<file path="src/rtl/clk_divider_prog.sv">
// Runtime-programmable integer clock divider with exact 50% duty cycle.
// Divisor changes are handshaked and applied only at output-period boundaries.
module clk_divider_prog #(
   parameter int W         = 8,
   parameter int DIV_RESET = 2
) (
   input  logic         clk,
   input  logic         rst,
   input  logic         en,
   input  logic [W-1:0] div_in,
   input  logic         div_load,
   output logic         div_ack,
   output logic         div_err,
   output logic         busy,
   output logic [W-1:0] div_cur,
   output logic         tick,
   output logic         clk_out
);

   localparam logic [W-1:0] N_RST = W'(DIV_RESET);
   localparam logic [W-1:0] N_MIN = W'(2);
   localparam logic [W-1:0] ONE   = W'(1);

   logic [W-1:0] cnt_q, cnt_d;
   logic [W-1:0] n_cur_q, n_cur_d;
   logic [W-1:0] n_pend_q, n_pend_d;
   logic         run_q, run_d;
   logic         pend_q, pend_d;
   logic         pos_q, pos_d;
   logic         neg_q, neg_d;
   logic         ack_q, ack_d;
   logic         err_q, err_d;
   logic         tick_q, tick_d;

   logic         bnd;
   logic         apply;
   logic         req_ok;

   always_comb begin
      bnd    = en & (~run_q | (cnt_q == (n_cur_q - ONE)));
      apply  = (bnd | ~en) & pend_q;
      req_ok = div_load & (div_in >= N_MIN);

      cnt_d    = '0;
      run_d    = en;
      tick_d   = bnd;
      pos_d    = 1'b0;
      n_cur_d  = n_cur_q;
      n_pend_d = n_pend_q;
      pend_d   = pend_q;
      ack_d    = apply;
      err_d    = div_load & ~req_ok;

      if (en && !bnd) begin
         cnt_d = cnt_q + ONE;
      end

      if (apply) begin
         n_cur_d = n_pend_q;
         pend_d  = 1'b0;
      end

      // A request on the apply edge becomes the next pending value.
      if (req_ok) begin
         n_pend_d = div_in;
         pend_d   = 1'b1;
      end

      if (en) begin
         pos_d = (cnt_d < (n_cur_d >> 1));
      end

      neg_d = pos_q & n_cur_q[0];
   end

   always_ff @(posedge clk or posedge rst) begin
      if (rst) begin
         cnt_q    <= '0;
         run_q    <= 1'b0;
         n_cur_q  <= N_RST;
         n_pend_q <= '0;
         pend_q   <= 1'b0;
         pos_q    <= 1'b0;
         ack_q    <= 1'b0;
         err_q    <= 1'b0;
         tick_q   <= 1'b0;
      end else begin
         cnt_q    <= cnt_d;
         run_q    <= run_d;
         n_cur_q  <= n_cur_d;
         n_pend_q <= n_pend_d;
         pend_q   <= pend_d;
         pos_q    <= pos_d;
         ack_q    <= ack_d;
         err_q    <= err_d;
         tick_q   <= tick_d;
      end
   end

   // Half-cycle extension of the high phase for odd divisors.
   always_ff @(negedge clk or posedge rst) begin
      if (rst) begin
         neg_q <= 1'b0;
      end else begin
         neg_q <= neg_d;
      end
   end

   assign div_ack = ack_q;
   assign div_err = err_q;
   assign busy    = pend_q;
   assign div_cur = n_cur_q;
   assign tick    = tick_q;
   assign clk_out = pos_q | neg_q;

endmodule

</file>
<file path="config.mk">
export PLATFORM = sky130hd
export DESIGN_NAME = clk_divider_prog
export DESIGN_NICKNAME = d
export VERILOG_FILES = /design/src/rtl/clk_divider_prog.sv
export SDC_FILE = /design/constraint.sdc
export NUM_CORES = 1
export LEC_CHECK = 0
export CAP_MARGIN = 20
export CORE_MARGIN = 10
export CORE_UTILIZATION = 45
export DETAILED_ROUTE_END_ITERATION = 7
export PLACE_DENSITY = 0.77
export SLEW_MARGIN = 20
export SYNTH_ARGS = -nofsm -noshare
export SYNTH_HDL_FRONTEND = slang
export SYNTH_SLANG_ARGS = --single-unit
</file>
<file path="constraint.sdc">
create_clock -name clk -period 3.25 [get_ports clk]
set_input_delay 0.4875 -clock clk [delete_from_list [all_inputs] [get_ports clk]]
set_output_delay 0.4875 -clock clk [all_outputs]
set_load 0.05 [all_outputs]
</file>
==> qor.txt <==
Run status: finished, final reports clean
Layout cells sized above 1: 14.8%
Maxcap violations: 0
Clock skew: 0.00933 ns
Layout area overhead: 25.6%
Inserted Clock Buffers: 5
Gr ovfl total: 0
R2R cell count: 12
Unique masters post-synth: 43
Syn Inst Count: 167
# port buffers: 24
Pwr dens: 742 mW/mm^2
1st-iter DRT viols: 61
Vias per inst: 5.19
# rows: 22
CTS H-tree depth: 2
Cts hold-fix bufs: 0
Setup crit end kind: output port
Die height: 81.2 um
CTS tree: done
CP Data Arrival Time: 2.68 ns
DIE WIDTH: 81.2 um
ANT nets after route: 0
Initial antenna violation count: 0
Post-synthesis sequential area ratio: 46.0%
YS warnings: 0
Top FF cell, synth: dfrtp_1
Vias in the first global route: 1348
Setup ws final: 0.0855 ns
Post-synth net total: 187
FFs w/ async S/R, synth: 100%
WL/cell: 14.9 um
Hold depth: 2
VDD IR max: 0.289 mV
Slew Viols, Final: 0
Initial Util: 46.5%
FF+latch count, synth: 31
Worst-path clk slew: 0.06 ns
Post-DP HPWL: 2860 um
Drt pass-1 iters: 4
Reg2Reg Setup Slack: 0.14 ns
I/O Pins: 25
RSZ-0062 raised after global routing: false
TNS Setup: 0 ns
CORE AREA: 0.00363 mm^2
Leak: 0.00102 uW
Avg Synthesized Cell Area: 10.1 um^2
Via count: 1302
N_diodes: 0
Nets: 222
Startpoint types: register
Die Area: 0.00660 mm^2
Total wire length: 3730 um
Hold path start: n_pend_q[7]
Tot GR Track Use: 12.2%
Hold Vio Cnt, Final: 0
Clk buf depth: 2
R2r startpoint: div_cur[1]
WP data required: 2.76 ns
Worst slack, placed: 0.134 ns
Clk sink count: 31
Mapped cell area: 0.00169 mm^2
DRC violation count after routing: 0
Clk_lat worst skew: 0.29 ns
Hold Path Sink: n_pend_q[7]
First-pass GRT wire length: 6240 um
Root Driver: clkbuf_8
Final setup violation count: 0
Worst slew pin tran: 0.514 ns
EDFF count, synth: 0
Largest net degree at the start of global routing: 31
Placer Congestion: 0.841
Min-delay worst type: reg2reg
Worst reg2reg path endpoint: pos_q
Critical path type: reg2out
Crit-path max FO: 1
Max_slew headroom: 65.6%
worst max path at each step:
stage | start | endpoint | slack, ns | cells past startpoint
finish | neg_q | clk_out | 0.09 | 2
global route | div_cur[1] | pos_q | 0.004 | 12
CTS | neg_q | clk_out | 0.08 | 2
detailed placement | div_cur[1] | pos_q | 0.13 | 13
global placement | div_cur[2] | pos_q | 0.20 | 11
floorplan | div_cur[1] | pos_q | 0.01 | 13
layout make-up:
cell class,count,area [um^2]
fill,345,1510
sequential,31,778
inverter,17,63.8
clock buffer,8,80.1
multi-input combinational,116,847
timing repair buffer,31,290
tap,48,60.1
cells by family after synthesis:
| family | count (synthesis) | synth area share [%] |
|---|---|---|
| compound gates | 24 | 12.2 |
| mux | 7 | 4.52 |
| buf+inv | 20 | 5.34 |
| fa+ha+maj | 8 | 5.93 |
| flops | 31 | 46.0 |
| xor+xnor | 14 | 7.26 |
| simple gates | 63 | 18.7 |
placed cells by master, fill, tap and decap left out, types with 4 or more instances in the layout:
cell type / n
buf_4: 8
nor2_1: 12
inv_1: 15
ha_1: 7
nand2_1: 24
mux2i_1: 4
dfrtp_1: 28
clkbuf_8: 5
xor2_1: 8
and2_1: 4
xnor2_1: 6
clkdlybuf4s50_1: 23
nand3_1: 6
sequential cells by signal, indices dropped and copies added (netlist names):
name and count:
div_ack 1, n_pend_q 8, busy 1, run_q 1
div_cur 8, pos_q 1, cnt_q 8, div_err 1
neg_q 1, tick 1
metal layers:
metal | wire length [um] | track usage [%]
met2 | 1700 | 19.6
met1 | 1800 | 14.9
met5 | 0 | 0
met4 | 68 | 4.67
met3 | 164 | 3.97
report_power, final:
part           internal, uW  switching [uW]
sequential              455            87.1
combinational           297             453
clock                   152             129
total                   904             669
metrics by stage:
step	util, %	instance area, um^2	hold slack (ns)	cells	total power [uW]
2_1_floorplan	-	1690	0.445	167	1040
3_3_place_gp	55.3	2010	0.457	242	1260
3_5_place_dp	55.3	2010	0.464	242	1270
4_1_cts	57.5	2090	0.479	250	1560
5_1_grt	58.3	2120	0.528	251	1670
6_report	58.3	2120	0.483	251	1570
cells in the mapped netlist, types with 2 or more instances:
| cell | instances | area (um^2) |
|---|---|---|
| a211oi_1 | 4 | 30.0 |
| a31oi_1 | 2 | 12.5 |
| and2_1 | 4 | 25.0 |
| and3_1 | 3 | 18.8 |
| buf_6 | 2 | 22.5 |
| dfrtp_1 | 29 | 726 |
| ha_1 | 8 | 100 |
| inv_1 | 16 | 60.1 |
| mux2i_1 | 5 | 50.1 |
| nand2_1 | 24 | 90.1 |
| nand3_1 | 6 | 30.0 |
| nor2_1 | 12 | 45.0 |
| nor2b_1 | 2 | 12.5 |
| nor3_1 | 3 | 15.0 |
| nor4_1 | 2 | 12.5 |
| o21ai_0 | 4 | 20.0 |
| o21ai_1 | 2 | 10.0 |
| or2_2 | 2 | 12.5 |
| xnor2_1 | 6 | 52.6 |
| xor2_1 | 8 | 70.1 |
worst max-delay path, cell delays in order, from the launching register on:
cell and delay (ns):
dfrtn_1 0.31, or2_2 0.26, buf_4 0.19
repair_timing:
| action | in CTS | in global routing |
|---|---|---|
| gates resized for setup | 0 | 5 |
| endpoints found under the hold margin | 0 | 0 |
| buffers inserted | 0 | 1 |
| setup endpoints to repair | 0 | 1 |
Note: power is estimated with default switching activity, not from simulation.
